### src/rtl/fp16_add_arbiter.sv
// Round-robin arbiter that time-shares one combinational FP16 adder among four
// requesters: registers the winner's operands, waits ADD_LAT cycles, returns the sum.
module fp16_add_arbiter #(
    parameter int NREQ    = 4,
    parameter int ADD_LAT = 1
) (
    input  logic                 clk,
    input  logic                 rst,
    input  logic [NREQ-1:0]      req,
    input  logic [16*NREQ-1:0]   opa_flat,
    input  logic [16*NREQ-1:0]   opb_flat,
    output logic [15:0]          add_a,
    output logic [15:0]          add_b,
    input  logic [15:0]          add_o,
    output logic [NREQ-1:0]      gnt,
    output logic [NREQ-1:0]      done,
    output logic [15:0]          res,
    output logic                 busy
);

    localparam int         PW       = $clog2(NREQ);
    localparam logic [3:0] LAT_INIT = 4'(ADD_LAT - 1);

    typedef enum logic [1:0] {
        S_IDLE,
        S_BUSY,
        S_DONE
    } state_t;

    state_t          state, state_d;
    logic [PW-1:0]   ptr, ptr_d;
    logic [PW-1:0]   win, win_d;
    logic [PW-1:0]   pick;
    logic [3:0]      lat_cnt, lat_d;
    logic [NREQ-1:0] gnt_d, done_d;
    logic [15:0]     res_d, add_a_d, add_b_d;
    logic [15:0]     opa_arr [NREQ];
    logic [15:0]     opb_arr [NREQ];

    always_comb begin
        for (int i = 0; i < NREQ; i++) begin
            opa_arr[i] = opa_flat[16*i +: 16];
            opb_arr[i] = opb_flat[16*i +: 16];
        end
    end

    // First requester at or after ptr, wrapping; only consulted when |req.
    always_comb begin
        logic          found;
        logic [PW-1:0] idx;
        pick  = ptr;
        found = 1'b0;
        for (int k = 0; k < NREQ; k++) begin
            idx = ptr + PW'(k);
            if (!found && req[idx]) begin
                pick  = idx;
                found = 1'b1;
            end
        end
    end

    // NOTE: every signal gets its hold value before the case so no path leaves
    // a variable unassigned, which would otherwise infer a latch.
    always_comb begin
        state_d = state;
        ptr_d   = ptr;
        win_d   = win;
        lat_d   = lat_cnt;
        gnt_d   = gnt;
        done_d  = '0;
        res_d   = res;
        add_a_d = add_a;
        add_b_d = add_b;
        case (state)
            S_IDLE: begin
                if (|req) begin
                    win_d   = pick;
                    gnt_d   = {{(NREQ-1){1'b0}}, 1'b1} << pick;
                    add_a_d = opa_arr[pick];
                    add_b_d = opb_arr[pick];
                    lat_d   = LAT_INIT;
                    state_d = S_BUSY;
                end
            end
            S_BUSY: begin
                if (lat_cnt != 4'd0) begin
                    lat_d = lat_cnt - 4'd1;
                end else begin
                    res_d   = add_o;
                    done_d  = gnt;
                    state_d = S_DONE;
                end
            end
            S_DONE: begin
                gnt_d   = '0;
                ptr_d   = win + 1'b1;
                state_d = S_IDLE;
            end
            default: state_d = S_IDLE;
        endcase
    end

    // NOTE: non-blocking assignments so every register samples the pre-edge
    // value of the others, independent of statement order.
    always_ff @(posedge clk or posedge rst) begin
        if (rst) begin
            state   <= S_IDLE;
            ptr     <= '0;
            win     <= '0;
            lat_cnt <= '0;
            gnt     <= '0;
            done    <= '0;
            res     <= '0;
            add_a   <= '0;
            add_b   <= '0;
        end else begin
            state   <= state_d;
            ptr     <= ptr_d;
            win     <= win_d;
            lat_cnt <= lat_d;
            gnt     <= gnt_d;
            done    <= done_d;
            res     <= res_d;
            add_a   <= add_a_d;
            add_b   <= add_b_d;
        end
    end

    assign busy = (state != S_IDLE);

endmodule

### config.mk
export PLATFORM = sky130hd
export DESIGN_NAME = fp16_add_arbiter
export DESIGN_NICKNAME = d
export VERILOG_FILES = /design/src/rtl/fp16_add_arbiter.sv
export SDC_FILE = /design/constraint.sdc
export NUM_CORES = 1
export LEC_CHECK = 0
export ABC_AREA = 1
export BUFFER_PORTS_ARGS = -buffer_cell sky130_fd_sc_hd__buf_2
export CAP_MARGIN = 20
export CORE_MARGIN = 10
export CORE_UTILIZATION = 37
export CTS_CLUSTER_DIAMETER = 60
export DETAILED_ROUTE_END_ITERATION = 16
export HOLD_SLACK_MARGIN = 0.05
export PLACE_DENSITY = 0.7
export SYNTH_ARGS = -nofsm -noshare
export SYNTH_HDL_FRONTEND = slang
export SYNTH_SLANG_ARGS = --single-unit
### constraint.sdc
create_clock -name clk -period 4.1 [get_ports clk]
set_clock_uncertainty 0.05 [all_clocks]
set_input_delay 0.82 -clock clk [delete_from_list [all_inputs] [get_ports clk]]
set_output_delay 0.82 -clock clk [all_outputs]
set_load 0.05 [all_outputs]
# Yosys cells after proc, flatten, opt, wreduce, memory -nomap -nowiden
# Cells that the tools add are included.
# Widths: inputs -> output; s select.
[totals]
regBits = 66
in_bits = 150
out_inout_bits = 57
word_cells = 74
[classes]
add_sub_neg = 5
order_cmp = 5
n_eq_ne = 5
shift = 1
muxes = 30
n_bitwise = 2
n_reduce_logical = 17
[op_table]
columns = ["operator", "n"]
rows = [
  ["$bmux 16 s2", 2],
  ["$mux 16", 4],
  ["$mux 4", 5],
  ["$pmux 4 s2", 2],
  ["$lt 2x3->1 const B", 4],
  ["$mux 2", 5],
  ["$bmux 1 s2", 4],
  ["$reduce_and 2->1", 4],
  ["$mux 1", 7],
  ["$ne 2x2->1 const B", 3],
  ["$reduce_bool 2->1", 3],
  ["$add 2x1->2 const B", 2],
  ["$add 2x2->2 const B", 2],
  ["$pmux 2 s2", 1],
  ["$reduce_bool 4->1", 1],
  ["$reduce_or 4->1", 1],
  ["$shl 1x2->4 const A", 1],
  ["$sub 4x1->4 const B", 1],
  ["$ge 3x3->1 const B", 1],
  ["$logic_and 1x1->1", 3],
  ["$logic_not 1->1", 3],
  ["$not 2->3", 1],
  ["$reduce_and 3->1", 1],
  ["$eq 2x1->1 const B", 1],
  ["3 further kinds", 3],
]

# Logic depth before layout (Yosys ltp)
# Gate-level depths: netlist (run 1).
[logic_depth]
depth_word = 16
depth_mapped = 18

# Worst setup path after synthesis (run 1)
# No wires, ideal clock.
[synth_path]
path_kind = "input-to-reg"
start = "input req[3]"
end = "register add_b[15]"
setup_ns = 0.118
arrival_ns = 1.940
required_time_ns = 3.932
slack_ns = 1.993
path_stages = 14
path_cell_list = "nand2_1 -> nand3_2 -> nand2_4 -> nand2_4 -> nor2_4 -> nand2_2 -> buf_6 -> buf_6 -> nand3_1 -> nand2_1 -> nand2_1 -> nand2_1 -> nand2_1 -> nand2_1"
[synth_between]
elab_chain_cells = 16
word_cells_on_any_way = 26
classes_between = "mux: 17; bitwise: 1; reduce/logical: 8"
[synth_rtl]
columns = ["element", "line", "rtl"]
rows = [
  ["from (decl)", "9", "input logic [NREQ-1:0] req,"],
  ["$bmux 1 s2", "55", "if (!found && req[idx]) begin"],
  ["$mux 1 (implied by the code)", "55", ""],
  ["$mux 1", "55", ""],
  ["$logic_not 1->1", "55", ""],
  ["$logic_and 1x1->1", "55", ""],
  ["$mux 1", "55", ""],
  ["$logic_not 1->1", "55", ""],
  ["$logic_and 1x1->1", "55", ""],
  ["$mux 1", "55", ""],
  ["$logic_not 1->1", "55", ""],
  ["$logic_and 1x1->1", "55", ""],
  ["$mux 2", "55", ""],
  ["$not 2->3 (implied by the code)", "80", "add_b_d = opb_arr[pick];"],
  ["$bmux 16 s2", "80", ""],
  ["$mux 16 (implied by the code) (2 in series)", "80", ""],
  ["to (signal assigned)", "115", "add_b <= '0;"],
  ["to (signal assigned)", "125", "add_b <= add_b_d;"],
  ["to (decl)", "13", "output logic [15:0] add_b,"],
]
# Parallel ways exist; a longest one is shown, timed or not. The select of a mux whose other input is x is not followed.
# A chain may end at the register's enable or synchronous reset.

# Worst setup path in the final report (run 1)
[layout_path]
start = "register state[1]"
end = "register add_b[6]"
[layout_between]
elab_chain_cells = 2
[layout_rtl]
columns = ["element", "line", "rtl"]
rows = [
  ["from (decl)", "30", "state_t state, state_d;"],
  ["from (signal assigned)", "117", "state <= state_d;"],
  ["$logic_not 2->1", "74", "case (state)"],
  ["$reduce_and 2->1 (no source line)", "n/a", ""],
]
# No other way between the ends.

==> results of run 1 <==
## sequential cells by signal (all words and copies together), names as in the netlist
name,count
res,16
lat_cnt,4
state,2
ptr,2
gnt,4
add_b,16
done,4
win,2
add_a,16
## area by class of cell
type,instances,area share
Multi-Input combinational cell,522,0.422
Sequential cell,66,0.286
Timing Repair Buffer,213,0.188
Clock buffer,9,0.0390
Tap cell,147,0.0319
Clock inverter,7,0.0178
Inverter,23,0.0150
## logic make-up (layout without fill, tap and decap cells)
logic type / count (synthesis) / after routing / synth area share
xor gates and xnor gates: 2 / 2 / 0.00391
adders and majority gates: 2 / 2 / 0.00559
DFF: 66 / 66 / 0.369
and+or+nand+nor: 509 / 509 / 0.522
AOI/OAI and AO/OA: 9 / 9 / 0.0115
buffers and inverters: 61 / 252 / 0.0886
## path summary, 6_finish.rpt
| check | startpoint | endpoint | slack (ns) | cells past startpoint |
|---|---|---|---|---|
| setup / recovery | state[1]$_DFFE_PP0P_ | add_b[6]$_DFFE_PP0P_ | 0.73 | 6 |
| hold / removal | res[9]$_DFFE_PP0P_ | res[9]$_DFFE_PP0P_ | 0.42 | 2 |
| setup reg to reg | state[1]$_DFFE_PP0P_ | add_b[6]$_DFFE_PP0P_ | 0.73 | 6 |
| hold reg to reg | res[9]$_DFFE_PP0P_ | res[9]$_DFFE_PP0P_ | 0.42 | 2 |
| max in group asynchronous | rst | add_a[11]$_DFFE_PP0P_ | 2.56 | 3 |
| min in group asynchronous | rst | res[14]$_DFFE_PP0P_ | 0.53 | 2 |
## per-layer routing
metal,share of wire,vias up,global-route usage
met2,0.43,192,0.270
met1,0.44,2008,0.202
met5,0,-,0
met3,0.12,7,0.0726
met4,0.0084,0,0.0403
li1,-,2408,-
## worst max-delay path, delay by kind of cell (launching register included)
family | cells | cell delay, ns
buffers and inverters | 1 | 0.99
and+or+nand+nor | 5 | 1.88
DFF | 1 | 0.38
## per-stage QoR
stage	power [mW]	hold slack, ns
global route	6.58	0.435
CTS	6.10	0.419
global placement	5.20	0.399
finish	6.01	0.415
detailed placement	5.24	0.404
floorplan	4.51	0.420
## placed cells by master (no fill, tap or decap)
cell	n
nand2_2	12
inv_8	1
o21ai_0	5
xnor2_1	1
o21a_1	1
inv_1	17
buf_4	7
o22ai_1	3
nor2_4	3
nor4_1	1
nand2_4	3
nand2_1	360
xor2_1	1
clkinv_4	3
inv_2	5
nand3_2	41
dfrtp_1	66
nand3_1	75
buf_2	206
nor2_1	11
nor3_1	2
or2_2	1
ha_1	2
clkinv_1	1
clkbuf_16	9
clkinv_2	1
bufinv_16	2
## report_power, final
group	leakage, nW	switching [mW]	internal (mW)
logic	2.49	2.97	1.05
clock network	0.161	0.301	0.538
registers	0.833	0.181	0.961
total	3.48	3.45	2.55
==> metrics, run 1 <==
outcome finished clean; Port-buffer cells 206; number of enable flip-flop cells after synthesis 0; via count of the routed design approximately 4600; setup repair bufs after CTS 0; yosys synthesis warning count 0; final setup vio count 0; Filler cells 1256; # clock sinks 66; area of the core between 0.01 and 0.015 mm^2; largest net degree at the start of global routing 40; most frequent CP cell nor2_4; source-to-sink clock delay at the later pin of the worst-skew pair ~0.33 ns; Yosys reg bits 66; overall die area 0.0169 mm^2; Syn Area/Cell 6.90 um^2; number of failing hold endpoints at the final stage 0; placed standard-cell area 0.00544 mm^2; maximum level of the CTS H-tree 3; die width ~130 um; post-synthesis instance area 0.00448 mm^2; max-cap viol count 0; required time at the endpoint of the critical path 4.31 ns; most area-consuming cells after synthesis dfrtp_1 37%, nand2_1 30%, nand3_2 9.2%; total power divided by cell area roughly 1000 mW/mm^2; placer's final routability congestion estimate a little over 0.8; remaining global-route overflow 0; Peak VDD IR 0.000495 V; Hold Path Class register to register; largest area contributor in the netlist dfrtp_1; syn nets 801; cell types with the highest counts after synthesis 360 x nand2_1, 75 x nand3_1, 66 x dfrtp_1, 41 x nand3_2, 18 x inv_1; Initial Util 0.376; Via-to-Cell Ratio approximately 4.7; Top FF cell, synth dfrtp_1; chip height 130 um; I/O pin cnt 207; number of antenna violations at the first check in global routing 0; min Tclk post-route 3.37 ns; CP arrival approximately 3.6 ns; nature of the critical path startpoint register; relative slew slack 0.358; detailed router's first-iteration violation count 196; wire length of the first global-routing pass ~23000 um; RSZ-0062 raised after global routing no; sequential area share after synthesis 0.369; Synth cell types 26; cells traversed along the worst timing path or2_2 > nor2_4 > clkinv_1 > nor2_4 > nand2_1 > nand3_1; delay of the slowest critical-path stage 0.99 ns; category of the critical setup timing path register to register; Finished Cell Area roughly 0.0058 mm^2; Total Routing Usage GR 0.167; Clock transition at path regs about 0.060 ns; detailed-routing iteration count for the pre-antenna-repair pass 5; antenna diode count 0; Static Leak roughly 3.5 nW; post-synthesis instance total roughly 650; buffer levels on the longest clock path 2; Max FO, Critical Path 39; Async S/R FF share, synth 1.00; Final #Nets slightly below 1000; most used standard cell by instance count after synthesis nand2_1; sum of routed wire length over all layers about 14000 um; post-layout utilization of the core 0.484; Final TNS setup 0 ns; number of global-route vias before repair around 4700; area of combinational cells with multiple inputs roughly 0.0024 mm^2; Tightest Pin Transition ~0.96 ns; half-perimeter wire length after placement around 11000 um; placed cells around 970; area share of the leading cell type in the synthesized netlist 0.369; # hold bufs at CTS 0; DRC violation count after routing 0; std cell rows 40; Gates resized, CTS repair 0; filler-free cell count of the finished design between 900 and 1000; clock tree from TritonCTS yes; worst path setup slack after routing 0.727 ns; per-cell routed wire length between 10 and 15 um; share of layout cells above drive strength 1 0.350; cts bufs inserted 9; clock root buffer clkbuf_16; Area growth syn-to-layout 28.9%; number of slew-limit violations in the final report 0; Critical Path Slowest Stage Cell clkinv_1; register cell area after layout 0.00165 mm^2; final worst path period share 0.823; fmax slightly below 0.3 GHz; crit end category register; count of nets left with antenna violations after detail routing 0; dpl ws 0.371 ns
Note: power is estimated with default switching activity, not from simulation.
==> run 2, diff against run 1 <==
--- a/config.mk
+++ b/config.mk
@@ -13,7 +13,7 @@
 export CTS_CLUSTER_DIAMETER = 60
 export DETAILED_ROUTE_END_ITERATION = 16
 export HOLD_SLACK_MARGIN = 0.05
-export PLACE_DENSITY = 0.7
+export PLACE_DENSITY = 0.72
 export SYNTH_ARGS = -nofsm -noshare
 export SYNTH_HDL_FRONTEND = slang
 export SYNTH_SLANG_ARGS = --single-unit
==> constraint.sdc (replaced) <==
create_clock -name clk -period 2.74 [get_ports clk]
set_clock_uncertainty 0.05 [all_clocks]
set_input_delay 0.548 -clock clk [delete_from_list [all_inputs] [get_ports clk]]
set_output_delay 0.548 -clock clk [all_outputs]
set_load 0.05 [all_outputs]
==> metrics, run 2 (same netlist as run 1, synthesis figures left out) <==
setup repair bufs after CTS 0 (unchanged); CP arrival 2.59 ns (-0.99 ns); final worst path period share 0.867 (+0.0440); antenna diode count 0 (unchanged); half-perimeter wire length after placement 11100 um (+0.18%); cts bufs inserted 9 (unchanged); maximum level of the CTS H-tree 3 (unchanged); commonest non-fill, non-tap cell in the layout nand2_1; count of nets left with antenna violations after detail routing 0 (unchanged); buffer levels on the longest clock path 2 (unchanged); largest net degree at the start of global routing 67 (+68%); number of slew-limit violations in the final report 0 (unchanged); fmax 0.421 GHz (+42%); final setup vio count 0 (unchanged); Gates resized, CTS repair 0 (unchanged); Static Leak 3.54 nW (+1.6%); placer's final routability congestion estimate 0.828 (-0.31%); required time at the endpoint of the critical path 2.96 ns (-1.35 ns); source-to-sink clock delay at the later pin of the worst-skew pair 0.33 ns (about the same); wire length of the first global-routing pass 23500 um (+2.1%); overall die area 0.0169 mm^2 (unchanged); area of the core 0.0119 mm^2 (unchanged); Total Routing Usage GR 0.173 (+0.00586); I/O pin cnt 207 (unchanged); std cell rows 40 (unchanged); per-cell routed wire length 14.9 um (+1.6%); Via-to-Cell Ratio 4.74 (+1.4%); Area growth syn-to-layout 31.5%; outcome finished clean; Final TNS setup 0 ns (unchanged); dpl ws 0.385 ns (+0.0136 ns); Initial Util 0.376 (unchanged); category of the critical setup timing path register to register; first element of the critical path ptr[0]$_DFFE_PP0P_; max-cap viol count 0 (unchanged); clock root buffer clkbuf_16; Hold Path Class primary input to async pin; Tightest Pin Transition 0.625 ns (-0.335 ns); die width 130 um (unchanged); detailed-routing iteration count for the pre-antenna-repair pass 4 (-1); worst path setup slack after routing 0.365 ns (-0.362 ns); share of layout cells above drive strength 1 0.354 (+0.00385); remaining global-route overflow 0 (unchanged); number of failing hold endpoints at the final stage 0 (unchanged); min Tclk post-route 2.37 ns (-0.998 ns); chip height 130 um (unchanged); Final #Nets 992 (+0.51%); critical register-to-register path startpoint ptr[0]$_DFFE_PP0P_; Port-buffer cells 206 (unchanged); setup slack of the worst register-to-register path 0.37 ns (-0.36 ns); Worst R2R Path Depth 14 (+8); r2r endpoint add_b[11]$_DFFE_PP0P_; Regs by FF count add_a (16), add_b (16), res (16); Clock transition at path regs 0.06 ns (about the same); DRC violation count after routing 0 (unchanged); Filler cells 1234 (-1.8%); # hold bufs at CTS 0 (unchanged); Max FO, Critical Path 27 (-31%); Hold Slack 0.235 ns (-0.180 ns); most used cells in the layout excluding fill and tap cells 360 x nand2_1, 206 x buf_2, 75 x nand3_1; RSZ-0062 raised after global routing no; detailed router's first-iteration violation count 186 (-5.1%); number of antenna violations at the first check in global routing 0 (unchanged); via count of the routed design 4702 (+1.9%); total power divided by cell area 1570 mW/mm^2 (+51%); relative slew slack 0.579 (+0.221); crit end category register; clock tree from TritonCTS yes; nature of the critical path startpoint register; sum of routed wire length over all layers 14800 um (+2.1%); Peak VDD IR 0.000709 V (+43%); number of global-route vias before repair 4725 (+0.25%); # clock sinks 66 (unchanged)
run 2: layout make-up:
cell class / count / area, um^2 / share of cell area
Clock buffer: 10 / 239 / 0.0406
Clock inverter: 6 / 96.3 / 0.0164
Inverter: 23 / 86.3 / 0.0147
Multi-Input combinational cell: 522 / 2440 / 0.414
Sequential cell: 66 / 1650 / 0.280
Tap cell: 147 / 184 / 0.0312
Timing Repair Buffer: 218 / 1200 / 0.203
run 2: layer usage:
layer	track usage	routed length (um)	share of wire	vias to the layer above
met5	0	0	0	-
met4	0.0529	161	0.011	0
met3	0.0690	1680	0.11	13
met2	0.275	6430	0.44	210
met1	0.212	6500	0.44	2059
li1	-	-	-	2420
run 2: worst max-delay path by stage:
stage                            end
3_3_place_gp   add_b[13]$_DFFE_PP0P_
2_1_floorplan   add_a[0]$_DFFE_PP0P_
4_1_cts           win[0]$_DFFE_PP0P_
6_report       add_b[11]$_DFFE_PP0P_
3_5_place_dp   add_b[11]$_DFFE_PP0P_
5_1_grt         add_b[6]$_DFFE_PP0P_
run 2: worst max-delay path, stage by stage (launching register included):
cell	delay [ns]
dfrtp_1	0.61
inv_2	0.20
nand2_1	0.12
nand2_2	0.08
nand2_1	0.06
nand2_1	0.09
nand2_1	0.11
nand2_1	0.06
nand2_1	0.08
nand2_2	0.08
nand2_2	0.40
nand2_1	0.13
nand2_1	0.09
nand2_1	0.05
nand3_1	0.09
run 2: power breakdown:
part | total [mW] | switching (mW) | leakage, nW | internal, mW
sequential | 1.70 | 0.260 | 0.833 | 1.44
clock | 1.29 | 0.459 | 0.162 | 0.834
combinational | 6.25 | 4.48 | 2.54 | 1.77
run 2: metrics by stage:
stage          area [um^2]   util  total power [mW]  std cells
2_1_floorplan         4480      -              6.75        649
3_3_place_gp          5560  0.466              7.96        976
3_5_place_dp          5560  0.466              8.03        976
4_1_cts               5890  0.495              9.36        992
5_1_grt               5890  0.495              10.1        992
6_report              5890  0.495              9.24        992
==> run 3, diff against run 2 <==
--- a/config.mk
+++ b/config.mk
@@ -8,6 +8,7 @@
 export ABC_AREA = 1
 export BUFFER_PORTS_ARGS = -buffer_cell sky130_fd_sc_hd__buf_2
 export CAP_MARGIN = 20
+export CORE_ASPECT_RATIO = 1.4
 export CORE_MARGIN = 10
 export CORE_UTILIZATION = 37
 export CTS_CLUSTER_DIAMETER = 60
==> metrics, run 3 (same netlist as run 1, synthesis figures left out) <==
outcome finished clean; setup slack of the worst register-to-register path 0.32 ns (-0.04 ns); CP arrival 2.63 ns (+0.04 ns); Area growth syn-to-layout 30.2%; count of nets left with antenna violations after detail routing 0 (unchanged); clock root buffer clkbuf_16; Net Sw Frac 0.565 (+0.00209); detailed router's first-iteration violation count 301 (+62%); Clock Power Share 0.139 (about the same); most used cells in the layout excluding fill and tap cells 360 x nand2_1, 206 x buf_2, 75 x nand3_1; Max FO, Critical Path 18 (-33%); Initial Util 0.379 (+0.00291); setup repair bufs after CTS 0 (unchanged); Finished Cell Area 0.00583 mm^2 (-1.0%); Total Routing Usage GR 0.164 (-0.00977); required time at the endpoint of the critical path 2.95 ns (about the same); filler-free cell count of the finished design 991 (-0.10%); Final #Nets 991 (-0.10%); final setup vio count 0 (unchanged); max-cap viol count 0 (unchanged); wire length of the first global-routing pass 22800 um (-2.7%); per-cell routed wire length 14.6 um (-1.8%); Via-to-Cell Ratio 4.71 (-0.73%); placer's final routability congestion estimate 0.819 (-1.1%); commonest non-fill, non-tap cell in the layout nand2_1; DRC violation count after routing 0 (unchanged); cts bufs inserted 9 (unchanged); std cell rows 47 (+18%); source-to-sink clock delay at the later pin of the worst-skew pair 0.33 ns (about the same); clock tree from TritonCTS yes; placed cells 975 (-0.10%); Power Internal 3.95 mW (-2.2%); # hold bufs at CTS 0 (unchanged); crit end category register; nature of the critical path startpoint register; buffer levels on the longest clock path 2 (unchanged); largest net degree at the start of global routing 67 (unchanged); Port-buffer cells 206 (unchanged); number of slew-limit violations in the final report 0 (unchanged); Regs by FF count add_a (16), add_b (16), res (16); Hold Path Class primary input to async pin; switching power total 5.13 mW (-1.4%); Clock transition at path regs 0.06 ns (about the same); critical register-to-register path startpoint ptr[0]$_DFFE_PP0P_; Worst R2R Path Depth 13 (-1); Static Leak 3.51 nW (-0.91%); number of global-route vias before repair 4571 (-3.3%); placed standard-cell area 0.00550 mm^2 (-1.0%); fmax 0.413 GHz (-1.8%); Peak VDD IR 0.000900 V (+27%); Hold Slack 0.230 ns (-0.00444 ns); Tightest Pin Transition 0.826 ns (+0.200 ns); I/O pin cnt 207 (unchanged); Final TNS setup 0 ns (unchanged); antenna diode count 0 (unchanged); number of failing hold endpoints at the final stage 0 (unchanged); category of the critical setup timing path register to register; relative slew slack 0.446 (-0.133); maximum level of the CTS H-tree 3 (unchanged); chip height 150 um (+16%); via count of the routed design 4663 (-0.83%); min Tclk post-route 2.42 ns (+0.0444 ns); # clock sinks 66 (unchanged); area of the core 0.0118 mm^2 (-0.77%); half-perimeter wire length after placement 10900 um (-1.9%); detailed-routing iteration count for the pre-antenna-repair pass 4 (unchanged); sum of routed wire length over all layers 14500 um (-1.9%); r2r endpoint add_b[6]$_DFFE_PP0P_; die width 113 um (-13%); part of the total power dissipated in combinational logic 0.674 (-0.002); part of the total power dissipated in sequential elements 0.186 (+0.002); final worst path period share 0.883 (+0.0162); number of antenna violations at the first check in global routing 0 (unchanged); total power divided by cell area 1560 mW/mm^2 (-0.74%); RSZ-0062 raised after global routing no; remaining global-route overflow 0 (unchanged); share of layout cells above drive strength 1 0.353 (-0.000766); overall die area 0.0170 mm^2 (+0.37%)
==> run 3: how the worst max path moves through the flow <==
stage | startpoint | endpoint | depth (start not counted)
floorplan | rst | add_a[0]$_DFFE_PP0P_ | 1
global route | ptr[0]$_DFFE_PP0P_ | add_a[6]$_DFFE_PP0P_ | 16
global placement | ptr[0]$_DFFE_PP0P_ | add_a[6]$_DFFE_PP0P_ | 16
detailed placement | ptr[0]$_DFFE_PP0P_ | add_a[6]$_DFFE_PP0P_ | 16
CTS | ptr[0]$_DFFE_PP0P_ | add_b[8]$_DFFE_PP0P_ | 16
finish | ptr[0]$_DFFE_PP0P_ | add_b[6]$_DFFE_PP0P_ | 13
==> run 3: area by class of cell <==
cell class | count | area, um^2
Clock buffer | 10 | 239
Clock inverter | 6 | 88.8
Fill cell | 1228 | 5990
Inverter | 23 | 86.3
Multi-Input combinational cell | 522 | 2440
Sequential cell | 66 | 1650
Tap cell | 147 | 184
Timing Repair Buffer | 217 | 1140
==> run 3: power groups by stage <==
stage	clock network, mW	registers [mW]	logic, mW
6_report	1.27	1.69	6.12
5_1_grt	1.35	1.74	6.84
4_1_cts	1.29	1.69	6.19
3_5_place_dp	0	1.69	6.17
3_3_place_gp	0	1.69	6.10
2_1_floorplan	0	2.91	3.83
==> run 3: metal layers <==
layer,routed length [um],share of wire,track usage
met1,6040,0.42,0.189
met2,7260,0.50,0.283
met5,0,0,0
met3,939,0.065,0.0490
met4,251,0.017,0.0496
==> run 3: what timing repair did <==
item / in CTS / in global routing
endpoints found under the hold margin: 0 / 0
resized for setup: 0 / 1
endpoints found under the setup margin: 0 / 1
==> run 3: stage by stage <==
| stage | util | power (mW) | setup slack, ns |
|---|---|---|---|
| 2_1_floorplan | - | 6.75 | 0.487 |
| 3_3_place_gp | 0.465 | 7.79 | 0.346 |
| 3_5_place_dp | 0.465 | 7.86 | 0.340 |
| 4_1_cts | 0.493 | 9.17 | 0.305 |
| 5_1_grt | 0.493 | 9.93 | 0.0315 |
| 6_report | 0.493 | 9.07 | 0.321 |
==> run 3: critical path: stages (launching register included) <==
cell and delay, ns:
dfrtp_1 0.52, inv_2 0.23, nand2_1 0.09, nand2_2 0.09, nand2_1 0.07, nand2_1 0.12, nand2_4 0.07, inv_2 0.07
nand3_1 0.08, nand3_1 0.10, nand2_2 0.25, nor2_4 0.38, nand2_1 0.11, nand3_1 0.10
